`src/rtl/key_led_pkg.sv`:
```
// -----------------------------------------------------------------------------
// key_led_pkg
// Shared definitions for the key-driven LED mode controller:
//   - mode_t     : 2-bit mode encodings (OFF, ON, SLOW blink, FAST blink)
//   - next_mode  : mode sequence OFF -> ON -> SLOW -> FAST -> OFF
//   - cnt_width  : counter width able to hold 0..n-1 (never less than 1 bit)
// -----------------------------------------------------------------------------
package key_led_pkg;

   typedef enum logic [1:0] {
      MODE_OFF  = 2'd0,
      MODE_ON   = 2'd1,
      MODE_SLOW = 2'd2,
      MODE_FAST = 2'd3
   } mode_t;

   function automatic mode_t next_mode(input mode_t cur);
      mode_t nxt;
      case (cur)
         MODE_OFF:  nxt = MODE_ON;
         MODE_ON:   nxt = MODE_SLOW;
         MODE_SLOW: nxt = MODE_FAST;
         default:   nxt = MODE_OFF;
      endcase
      return nxt;
   endfunction

   function automatic int cnt_width(input int n);
      return (n < 2) ? 1 : $clog2(n);
   endfunction

endpackage

```
`src/rtl/key_led_mode_ctrl_key_debounce.sv`:
```
// -----------------------------------------------------------------------------
// key_debounce
// Two-flop synchroniser, debounce filter and press (falling-edge) detector
// for an active-low push-button.
// Ports:
//   sys_clk     in   system clock
//   sys_rst     in   synchronous active-high reset
//   key_in      in   raw key, active-low, asynchronous
//   key_stable  out  debounced key level (1 = released)
//   press_pulse out  registered one-cycle strobe per accepted press
//   press_next  out  value press_pulse takes on the next edge; lets the
//                    parent update its own state on the same edge as the
//                    strobe
// Parameter: DEBOUNCE_CYC consecutive differing cycles needed to accept a
//            level change.
// -----------------------------------------------------------------------------
module key_debounce
   import key_led_pkg::*;
#(
   parameter int DEBOUNCE_CYC = 1000000
) (
   input  logic sys_clk,
   input  logic sys_rst,
   input  logic key_in,
   output logic key_stable,
   output logic press_pulse,
   output logic press_next
);

   localparam int DW = cnt_width(DEBOUNCE_CYC);

   logic          s1_reg;
   logic          s2_reg;
   logic          stable_reg;
   logic          stable_prev_reg;
   logic          pulse_reg;
   logic [DW-1:0] cnt_reg;

   // Falling edge of the debounced level, one edge after it happened.
   assign press_next = stable_prev_reg & ~stable_reg;

   always_ff @(posedge sys_clk) begin
      if (sys_rst) begin
         s1_reg          <= 1'b1;
         s2_reg          <= 1'b1;
         stable_reg      <= 1'b1;
         stable_prev_reg <= 1'b1;
         pulse_reg       <= 1'b0;
         cnt_reg         <= '0;
      end else begin
         s1_reg          <= key_in;
         s2_reg          <= s1_reg;
         stable_prev_reg <= stable_reg;
         pulse_reg       <= press_next;
         if (s2_reg != stable_reg) begin
            if (cnt_reg == DW'(DEBOUNCE_CYC - 1)) begin
               stable_reg <= s2_reg;
               cnt_reg    <= '0;
            end else begin
               cnt_reg <= cnt_reg + DW'(1);
            end
         end else begin
            // any bounce back discards the partial count
            cnt_reg <= '0;
         end
      end
   end

   assign key_stable  = stable_reg;
   assign press_pulse = pulse_reg;

endmodule

```
`src/rtl/key_led_mode_ctrl.sv`:
```
// -----------------------------------------------------------------------------
// key_led_mode_ctrl
// Sequences the board LED from one push-button: each accepted press steps the
// mode OFF -> ON -> SLOW blink -> FAST blink -> OFF.
// Ports:
//   sys_clk     in   system clock (sole domain)
//   sys_rst     in   synchronous active-high reset
//   key_in      in   raw key, active-low, asynchronous
//   led_out     out  LED drive, 1 = lit
//   mode_out    out  current mode (0 OFF, 1 ON, 2 SLOW, 3 FAST)
//   press_pulse out  one-cycle strobe per accepted press
// Optional feature: define KEY_LED_LONG_PRESS_EN to build a hold counter that
// forces the mode to OFF once the key has been held for LONG_CYC cycles.
// -----------------------------------------------------------------------------
module key_led_mode_ctrl
   import key_led_pkg::*;
#(
   parameter int DEBOUNCE_CYC  = 1000000,
   parameter int SLOW_HALF_CYC = 12500000,
   parameter int FAST_HALF_CYC = 2500000,
   parameter int LONG_CYC      = 50000000
) (
   input  logic       sys_clk,
   input  logic       sys_rst,
   input  logic       key_in,
   output logic       led_out,
   output logic [1:0] mode_out,
   output logic       press_pulse
);

   localparam int BLINK_MAX = (SLOW_HALF_CYC > FAST_HALF_CYC) ? SLOW_HALF_CYC : FAST_HALF_CYC;
   localparam int BW        = cnt_width(BLINK_MAX);

   logic key_stable;
   logic press_next;

   key_debounce #(
      .DEBOUNCE_CYC (DEBOUNCE_CYC)
   ) u_debounce (
      .sys_clk     (sys_clk),
      .sys_rst     (sys_rst),
      .key_in      (key_in),
      .key_stable  (key_stable),
      .press_pulse (press_pulse),
      .press_next  (press_next)
   );

   mode_t         mode_reg,  mode_next;
   logic          led_reg,   led_next;
   logic [BW-1:0] blink_reg, blink_next;
   logic          hold_fire;

`ifdef KEY_LED_LONG_PRESS_EN
   localparam int HW = cnt_width(LONG_CYC);

   logic [HW-1:0] hold_reg;

   // Fires on the edge the counter steps onto LONG_CYC-1; it then sits there
   // until release, so it can fire only once per hold.
   assign hold_fire = ~key_stable
                      && (hold_reg != HW'(LONG_CYC - 1))
                      && (hold_reg == HW'(LONG_CYC - 2));

   always_ff @(posedge sys_clk) begin
      if (sys_rst) begin
         hold_reg <= '0;
      end else if (key_stable) begin
         hold_reg <= '0;
      end else if (hold_reg != HW'(LONG_CYC - 1)) begin
         hold_reg <= hold_reg + HW'(1);
      end
   end
`else
   logic unused_key_stable;

   assign hold_fire         = 1'b0;
   assign unused_key_stable = key_stable;
`endif

   always_ff @(posedge sys_clk) begin
      if (sys_rst) begin
         mode_reg  <= MODE_OFF;
         led_reg   <= 1'b0;
         blink_reg <= '0;
      end else begin
         mode_reg  <= mode_next;
         led_reg   <= led_next;
         blink_reg <= blink_next;
      end
   end

   always_comb begin
      mode_next  = mode_reg;
      led_next   = led_reg;
      blink_next = '0;

      if (press_next) begin
         // a press beats a blink wrap on the same edge: entry values only
         mode_next = next_mode(mode_reg);
         led_next  = (mode_next != MODE_OFF);
      end else begin
         case (mode_reg)
            MODE_OFF: led_next = 1'b0;
            MODE_ON:  led_next = 1'b1;
            MODE_SLOW: begin
               if (blink_reg == BW'(SLOW_HALF_CYC - 1)) begin
                  led_next = ~led_reg;
               end else begin
                  blink_next = blink_reg + BW'(1);
               end
            end
            default: begin
               if (blink_reg == BW'(FAST_HALF_CYC - 1)) begin
                  led_next = ~led_reg;
               end else begin
                  blink_next = blink_reg + BW'(1);
               end
            end
         endcase
      end

      if (hold_fire) begin
         mode_next  = MODE_OFF;
         led_next   = 1'b0;
         blink_next = '0;
      end
   end

   assign led_out  = led_reg;
   assign mode_out = mode_reg;

endmodule

```
`config.mk`:
```
export PLATFORM = sky130hd
export DESIGN_NAME = key_led_mode_ctrl
export DESIGN_NICKNAME = d
export VERILOG_FILES = /design/src/rtl/key_led_pkg.sv /design/src/rtl/key_led_mode_ctrl_key_debounce.sv /design/src/rtl/key_led_mode_ctrl.sv
export SDC_FILE = /design/constraint.sdc
export NUM_CORES = 1
export LEC_CHECK = 0
export ABC_CLOCK_PERIOD_IN_PS = 2200
export BUFFER_PORTS_ARGS = -buffer_cell sky130_fd_sc_hd__buf_2
export CORE_UTILIZATION = 55
export DETAILED_ROUTE_END_ITERATION = 16
export PLACE_DENSITY_LB_ADDON = 0.15
export SETUP_SLACK_MARGIN = 0.5
export SYNTH_ARGS = -nofsm -noshare
export SYNTH_HDL_FRONTEND = slang
export SYNTH_SLANG_ARGS = --single-unit
```
`constraint.sdc`:
```
create_clock -name sys_clk -period 2.2 [get_ports sys_clk]
set_clock_uncertainty 0.2 [all_clocks]
set_input_delay 0.44 -clock sys_clk [delete_from_list [all_inputs] [get_ports sys_clk]]
set_output_delay 0.44 -clock sys_clk [all_outputs]
set_load 0.02 [all_outputs]
```
; ---- Yosys cells after proc, flatten, opt, wreduce, memory -nomap -nowiden
; Cells that the tools add are included.
[word_totals]
out_inout_bits = 4
inputBits = 3
ff_bits = 52
[classes]
addsub = 2
n_reduce_logical = 8
n_bitwise = 4
eq_ne = 7
mux = 9
[op_table]
columns = operator, n
row1 = two-way mux 24 bit, 2
row2 = one-hot mux 24 bit (2 select lines), 1
row3 = adder 24 x 1 -> 24 bit (second input constant), 1
row4 = equality test 24 x 22 -> 1 bit (second input constant), 1
row5 = equality test 24 bit (second input constant), 1
row6 = adder 20 x 1 -> 20 bit (second input constant), 1
row7 = equality test 20 bit (second input constant), 1
row8 = one-hot mux 2 bit (3 select lines), 1
row9 = nonzero test 5 bit, 1
row10 = AND reduction 2 bit, 2
row11 = OR reduction 2 bit, 2
row12 = two-way mux 1 bit, 3
row13 = inequality test 3 bit (second input constant), 1
row14 = NOT 1 bit, 3
row15 = one-hot mux 1 bit (3 select lines), 1
row16 = OR reduction 3 bit, 1
row17 = equality test 2 x 1 -> 1 bit (second input constant), 1
row18 = equality test 2 bit (second input constant), 1
row19 = logical NOT 2 bit, 1
row20 = two-way mux 2 bit, 1
row21 = nonzero test 2 bit, 1
row22 = AND 1 bit, 1
row23 = inequality test 1 bit, 1

; ---- Depth between registers and ports, before layout
; Gate-level depths: netlist of run 1.
[depth]
word_depth = 5
mapped_depth = 7

; ---- Modules after synthesis
; Synthesis of run 1 repeated with hierarchy kept, for this count alone.
[unflattened]
cells_unflattened = 278
area_unflattened_um2 = 2447.3
[by_module_without_submodules]
columns = mod, cells_per_inst, instances, seq_area_each_um2, area_each_um2
row1 = key_led_mode_ctrl, 161, 1, 540.5, 1363.8
row2 = key_debounce, 117, 1, 500.5, 1083.5

; ---- Worst setup path after synthesis of run 1
; Ideal clock, no wire load.
[synth_timing]
kind = flip-flop to flip-flop
start = register u_debounce.cnt_reg[0]
end = register u_debounce.cnt_reg[12]
synth_period_minus_slack_ns = 1.896
arrival_ns = 1.632
setup_time_ns = 0.064
path_buffers = 1
path_stages_with_launch = 8
required_ns = 1.936
path_slack_ns = 0.304
path_cell_list = dfxtp_1 ha_1 and2_2 and2_4 and3_2 or3_4 buf_6 nor2_1
[synth_via]
elab_chain_cells = 2
elab_cells_between_ends = 3
classes_between = 1 x add/sub / 1 x eq/ne / 1 x reduce/logical
[synth_rtl]
columns = item, line
row1 = from (decl), key_led_mode_ctrl_key_debounce.sv:37  ; logic [DW-1:0] cnt_reg;
row2 = from (signal assigned), key_led_mode_ctrl_key_debounce.sv:60  ; cnt_reg <= cnt_reg + DW'(1);
row3 = branches (longest 2 deep; another with adder 20 x 1 -> 20 bit), n/a
; Parallel ways; which one is timed is not known.
; A chain may end at the register's enable or synchronous reset.

; ---- Worst setup path in the final report of run 1
[layout_timing]
start = register blink_reg[7]
end = register blink_reg[11]
[layout_via]
elab_chain_cells = 3
elab_cells_between_ends = 6
classes_between = 1 x add/sub / 2 x eq/ne / 3 x mux
[layout_rtl]
columns = item, line
row1 = from (decl), key_led_mode_ctrl.sv:50  ; logic [BW-1:0] blink_reg, blink_next;
row2 = from (signal assigned), key_led_mode_ctrl.sv:88  ; blink_reg <= blink_next;
row3 = adder 24 x 1 -> 24 bit (tied with other cells), "key_led_mode_ctrl.sv:109, key_led_mode_ctrl.sv:116"
row4 = two-way mux 24 bit (on tied branches), "key_led_mode_ctrl.sv:113, key_led_mode_ctrl.sv:106"
row5 = one-hot mux 24 bit (2 select lines) (*), key_led_mode_ctrl.sv:102  ; case (mode_reg)
; Every way passes the cells marked *; elsewhere a longest branch is shown, timed or not.

==> summary.md, run 1 <==
| Metric | Value |
|---|---|
| Sequential share of power | 0.583 |
| # DRC | 0 |
| CP Capture Type | flop |
| Final worst-path cycle share | 0.877 |
| CTS root buf | clkbuf_8 |
| Critical path type | reg -> reg |
| Area Overhead vs Synth | 27.0% |
| RSZ-0062 raised after global routing | true |
| Drt first-iter violations | 98 |
| Clock power frac | 0.406 |
| Hold crit path type | in -> reg |
| Final WL | 5710 um |
| CP arrival | 1.93 ns |
| ANT nets after route | 0 |
| Int Power | 1280 uW |
| CORE AREA | 4350 um2 |
| CTS Sinks | 52 |
| # hold bufs at CTS | 0 |
| WL per Instance | 16.3 um |
| Crit path cell chain | or3b_4, nor4_4, a21boi_2, o211ai_4, buf_12, clkbuf_16, nor2_2 |
| CTS Buf Count | 5 |
| # IOs | 7 |
| # rows | 24 |
| Largest net degree at the start of global routing | 16 |
| R2R setup slack | 0.27 ns |
| Bufs on Longest Clock Path | 2 |
| Comb pwr share | 0.012 |
| Diodes inserted | 0 |
| Post-synth EDFFs | 0 |
| Post-synthesis register bit count | 52 |
| Fmax | 518 MHz |
| Pwr/cell area | 508 nW/um2 |
| Power, Total | 1610 uW |
| Fin cells | 351 |
| Netlist cell types | 44 |
| Drt pass-1 iters | 4 |
| Clock latency on the worst-skew pair | 0.31 ns |
| Sw Pwr | 327 uW |
| Sequential share of the synthesized area | 0.417 |
| Max cap viols | 0 |
| Gpl congestion | 0.757 |
| Final Slew Violations | 0 |
| Layout net count | 307 |
| Max incr delay on CP | 0.40 ns |
| H-tree lvl count | 2 |
| CTS tree | yes |
| Final hold slack | 0.126 ns |
| FILL cells | 300 |
| Placed inst area | 2600 um2 |
| Clock transition at path regs | 0.09 ns |
| Hold Vio Cnt, Final | 0 |
| Syn_nets | 276 |
| Via density | 5.68 |
| Initial antenna violation count | 0 |
| Number of global-route vias before repair | 1,935 |
| Layout cells sized above 1 | 0.405 |
| DP Wirelength | 2960 um |
| Final min period | 1.93 ns |
| Rel. slew slack | 0.745 |
| Synthesized area | 2490 um2 |
| Slowest-stage cell, CP | or3b_4 |
| Die Span Y | 69.4 um |
| Ys async rst share | 0 |
| Sw Share | 0.203 |
| Required time worst endpoint | 2.20 ns |
| Die X-Extent | 69.4 um |
| Gr usage total | 0.240 |
| Global-route wire length before repair | 9150 um |
| Die area | 4810 um2 |
| Initial core utilization | 0.573 |
| Setup TNS | 0 ns |
| Leak | 0.00108 uW |
| Port bufs | 6 |
| Max FFs per register | 24 |
| # setup viols final | 0 |
| Final Cell Area | 3170 um2 |
| Post-synthesis cell count | 267 |
| Worst slew pin tran | 0.379 ns |
| Worst vdd ir | 0.533 mV |
| Startpoint types | flop |
| Yosys synthesis warning count | 0 |
| Placed insts | 322 |
| Status | completed |
| Vias post-DR | 1,994 |
| Global route overflow | 0 |
| Synth Flop Type | dfxtp_1 |
| Critical path peak fanout | 6 |
| Mean Syn Cell Area | 9.34 um2 |
==> logic make-up (layout without fill, tap and decap cells) <==
kind of cell / Yosys count / after routing / share of synthesized area
buffers and inverters: 17 / 46 / 0.0416
AO/OA/AOI/OAI: 11 / 11 / 0.0386
AND/OR/NAND/NOR: 139 / 142 / 0.324
flip-flops: 52 / 52 / 0.417
multiplexers: 1 / 1 / 0.00401
XOR/XNOR: 41 / 41 / 0.144
adder cells (fa/ha/maj): 6 / 6 / 0.0301
==> area by class of cell <==
class                   instances  area, um2  area share
multi-input cells             201       1590       0.502
flip-flops and latches         52       1080       0.340
repair buffers                 28        289      0.0912
clock buffers                   6       72.6      0.0229
well taps                      52       65.1      0.0205
inverters                      10       37.5      0.0118
clock inverters                 2       35.0      0.0111
==> layout by cell type, fill, tap and decap left out, types with 4 or more instances in the layout <==
cell       n
dfxtp_4    5
xor2_1    16
and4_1     4
inv_1     10
dfxtp_2   15
buf_2      6
dfxtp_1   32
or3_4      4
nor2_1    27
nor3_1     6
nor2_2    26
xnor2_1   25
nand2_1   15
nand4_1    6
clkbuf_8   5
buf_4     14
nor4_1     4
nand3_1   10
nor2_4     5
ha_1       4
==> synth_stat cells (2+ instances only) <==
cell type,n,area [um2]
nor3_1,6,30.0
buf_2,2,10.0
xnor2_1,25,219
nor2b_1,2,12.5
nor4_1,5,31.3
and4_1,5,43.8
nor3b_1,3,22.5
nor2_2,20,125
nor4b_1,2,17.5
nor2_1,38,143
buf_8,2,30.0
ha_1,6,75.1
nand4_2,4,50.1
nand2_1,15,56.3
buf_6,2,22.5
and3_1,4,25.0
nand4_1,6,37.5
dfxtp_1,52,1040
and2_1,3,18.8
a22o_1,2,17.5
inv_1,10,37.5
xor2_1,16,140
or2_2,3,18.8
nand3_1,12,60.1
o21ai_0,3,15.0
==> path summary, 6_finish.rpt <==
kind / startpoint / to / depth (start not counted)
worst max-delay path: blink_reg[7]$_SDFF_PP0_ / blink_reg[11]$_SDFF_PP0_ / 7
worst max register to register: blink_reg[7]$_SDFF_PP0_ / blink_reg[11]$_SDFF_PP0_ / 7
worst min register to register: u_debounce.s1_reg$_SDFF_PP1_ / u_debounce.s2_reg$_SDFF_PP1_ / 1
worst min-delay path: key_in / u_debounce.s1_reg$_SDFF_PP1_ / 2
==> stage by stage <==
step                      utilization  setup slack [ns]
after floorplan                     -             0.397
after global placement          0.597             0.311
after detailed placement        0.597             0.258
after CTS                       0.697             0.334
after global routing            0.728             0.203
final                           0.728             0.270
==> power groups by stage <==
stage	clock (uW)	sequential, uW	combinational (uW)
2_1_floorplan	0	966	8.64
3_3_place_gp	0	966	11.1
3_5_place_dp	0	966	11.4
4_1_cts	662	939	17.2
5_1_grt	707	938	20.5
6_report	652	938	18.5
==> worst max-delay path: cells and delay by family (launching register included) <==
| kind | cells | cell delay [ns] |
|---|---|---|
| and+or+nand+nor | 3 | 0.64 |
| DFF | 1 | 0.35 |
| AOI/OAI and AO/OA | 2 | 0.32 |
| buffers and inverters | 2 | 0.30 |
==> timing repair <==
item,4_1_cts,5_1_grt
pin swaps,25,13
cloned,5,1
setup buffers,12,3
setup endpoints to repair,46,46
resized for setup,41,25
==> metal layers <==
| layer | wire length (um) | global-route usage | vias to the layer above |
|---|---|---|---|
| met1 | 2380 | 0.278 | 977 |
| li1 | - | - | 968 |
| met5 | 0 | 0 | - |
| met3 | 116 | 0.0451 | 19 |
| met4 | 204 | 0.104 | 0 |
| met2 | 3010 | 0.427 | 30 |
Power figures use the tool's default switching activity.
==> inputs of run 2 (changes only) <==
--- a/config.mk
+++ b/config.mk
@@ -5,6 +5,7 @@
 export SDC_FILE = /design/constraint.sdc
 export NUM_CORES = 1
 export LEC_CHECK = 0
+export ABC_AREA = 1
 export ABC_CLOCK_PERIOD_IN_PS = 2200
 export BUFFER_PORTS_ARGS = -buffer_cell sky130_fd_sc_hd__buf_2
 export CORE_UTILIZATION = 55
==> run 2 against run 1 <==
Effect of this change: sequential share of layout area down 1.9 points; flip-flop and latch count unchanged; setup slack better by 0.11 ns; wire length up 7.4%; global-route usage down 1.0 points; synthesized cell count up 37%; critical path depth up 2; critical path type unchanged; critical endpoint is now blink_reg[20]$_SDFF_PP0_; largest cell class unchanged.
==> summary.md, run 2 <==
| Metric | Value |
|---|---|
| Synth top cells by count | nor2_1, nand2_1, dfxtp_1 |
| R2R cell count | 9 |
| Hold crit path type | in -> reg |
| RR Startpoint | blink_reg[1]$_SDFF_PP0_ |
| Bufs on Longest Clock Path | 2 |
| Pwr/cell area | 502 nW/um2 |
| Ys async rst share | 0 |
| Fin worst setup slack | 0.381 ns |
| Final Slew Violations | 0 |
| Max FFs per register | 24 |
| Count leader, synth | nor2_1 |
| CTS Buf Count | 5 |
| Final Cell Area | 3300 um2 |
| Status | completed |
| Startpoint types | flop |
| Global route overflow | 0 |
| M3 GR Usage | 0.0598 |
| ANT nets after route | 0 |
| Vias post-DR | 2,423 |
| WL per Instance | 13.6 um |
| H-tree lvl count | 2 |
| Clock transition at path regs | 0.10 ns |
| R2R setup slack | 0.38 ns |
| Placed inst area | 2710 um2 |
| Placed insts | 422 |
| Layout cells sized above 1 | 0.286 |
| Fin cells | 450 |
| Hold Vio Cnt, Final | 0 |
| M2 GR Usage | 0.360 |
| Post-synthesis register bit count | 52 |
| Setup TNS | 0 ns |
| CTS root buf | clkbuf_8 |
| Final WL | 6130 um |
| Worst slew pin tran | 0.322 ns |
| Gr usage total | 0.230 |
| Die Span Y | 71.1 um |
| Commonest non-fill, non-tap cells in the layout | nand2_1, inv_1, nor2_1 |
| Netlist cell types | 28 |
| CP Capture Type | flop |
| Worst vdd ir | 0.534 mV |
| Critical path type | reg -> reg |
| Number of global-route vias before repair | 2,206 |
| Final min period | 1.82 ns |
| Int Power | 1300 uW |
| DP Wirelength | 3550 um |
| Die area | 5060 um2 |
| Post-synth EDFFs | 0 |
| FF-to-FF End | blink_reg[20]$_SDFF_PP0_ |
| CTS tree | yes |
| Required time worst endpoint | 2.21 ns |
| Drt first-iter violations | 143 |
| Busiest grt layer | met2 |
| Largest net degree at the start of global routing | 21 |
| # IOs | 7 |
| Gpl congestion | 0.852 |
| Syn_nets | 376 |
| Initial antenna violation count | 0 |
| Top-area cell type share of the netlist area | 0.396 |
| Initial core utilization | 0.588 |
| Sw Share | 0.216 |
| Leak | 0.00118 uW |
| Hold EP | u_debounce.s1_reg$_SDFF_PP1_ |
| Sequential share of the synthesized area | 0.396 |
| Rel. slew slack | 0.784 |
| Max cap viols | 0 |
| Setup WS pre-CTS | 0.330 ns |
| CORE AREA | 4470 um2 |
| Die X-Extent | 71.1 um |
| Layout net count | 406 |
| Global-route wire length before repair | 9270 um |
| Synth area leader | dfxtp_1 |
| Sequential share of power | 0.570 |
| Post-synthesis cell count | 367 |
| Commonest non-fill, non-tap cell in the layout | nand2_1 |
| Final hold slack | 0.0939 ns |
| Mean Syn Cell Area | 7.16 um2 |
| FILL cells | 317 |
| Sw Pwr | 358 uW |
| # DRC | 0 |
| Cell depth of the worst hold path | 2 |
| Clock latency on the worst-skew pair | 0.33 ns |
| Area Overhead vs Synth | 25.4% |
| Critical path peak fanout | 6 |
| CTS Sinks | 52 |
| Fmax | 550 MHz |
| Via density | 5.38 |
| CP arrival | 1.83 ns |
| RSZ-0062 raised after global routing | true |
| Drt pass-1 iters | 4 |
| # rows | 24 |
| Clock power frac | 0.414 |
| Synth Flop Type | dfxtp_1 |
| Comb pwr share | 0.016 |
| Min-delay src | key_in |
| Top cells by area, synth | dfxtp_1, nor2_1, nand2_1 |
| Yosys synthesis warning count | 0 |
| Diodes inserted | 0 |
| # setup viols final | 0 |
| Grt met1 use | 0.309 |
| Port bufs | 6 |
| Final worst-path cycle share | 0.827 |
| Synthesized area | 2630 um2 |
## run 2: how the worst max path moves through the flow
| stage | startpoint | endpoint | slack, ns | cells past startpoint |
|---|---|---|---|---|
| after floorplan | u_debounce.cnt_reg[0]$_SDFF_PP0_ | u_debounce.cnt_reg[16]$_SDFF_PP0_ | 0.50 | 8 |
| after global placement | u_debounce.cnt_reg[0]$_SDFF_PP0_ | u_debounce.cnt_reg[18]$_SDFF_PP0_ | 0.39 | 8 |
| after detailed placement | blink_reg[0]$_SDFF_PP0_ | blink_reg[18]$_SDFF_PP0_ | 0.33 | 8 |
| after CTS | blink_reg[1]$_SDFF_PP0_ | blink_reg[20]$_SDFF_PP0_ | 0.50 | 9 |
| after global routing | blink_reg[11]$_SDFF_PP0_ | blink_reg[20]$_SDFF_PP0_ | 0.33 | 10 |
| final | blink_reg[1]$_SDFF_PP0_ | blink_reg[20]$_SDFF_PP0_ | 0.38 | 9 |
## run 2: timing repair
action / in CTS / in global routing
pin swaps: 3 / 9
hold buffers: 0 / 0
setup endpoints to repair: 45 / 47
gates resized for setup: 22 / 62
buffers inserted: 8 / 9
gates cloned: 3 / 0
## run 2: critical path: stages (launching register included)
cell and delay, ns:
dfxtp_2 0.37, ha_4 0.15, nand4_4 0.18, nor2_4 0.16
nand3_1 0.15, nand2_2 0.13, o21ai_4 0.08, buf_6 0.14
nand2_8 0.09, nor2_1 0.05
## run 2: cell families after synthesis
logic type,Yosys count,synth area share
flops,52,0.396
xor+xnor,23,0.0766
fa+ha+maj,6,0.0286
compound gates,25,0.0504
buf+inv,53,0.0795
simple gates,208,0.369
## run 2: area by class of cell
type	instances	area (um2)	area share
Timing Repair Buffer	24	189	0.0573
Multi-Input combinational cell	265	1690	0.512
Sequential cell	52	1060	0.322
Tap cell	52	65.1	0.0197
Clock inverter	2	38.8	0.0118
Clock buffer	6	72.6	0.0220
Inverter	49	184	0.0558
## run 2: metal layers
layer	vias to the layer above	share of wire
met3	14	0.062
met4	0	0.019
met1	1108	0.44
met2	80	0.48
li1	1221	-
met5	-	0
## run 2: per-stage QoR
stage / power, uW / utilization
detailed placement: 979 / 0.605
finish: 1650 / 0.737
CTS: 1640 / 0.670
global route: 1710 / 0.737
global placement: 979 / 0.605
floorplan: 974 / -
## run 2: power by group through the flow
stage	sequential, uW	combinational (uW)	clock (uW)
5_1_grt	944	28.3	734
3_3_place_gp	966	12.3	0
2_1_floorplan	966	8.16	0
3_5_place_dp	966	12.4	0
6_report	943	25.9	685
4_1_cts	943	16.7	685
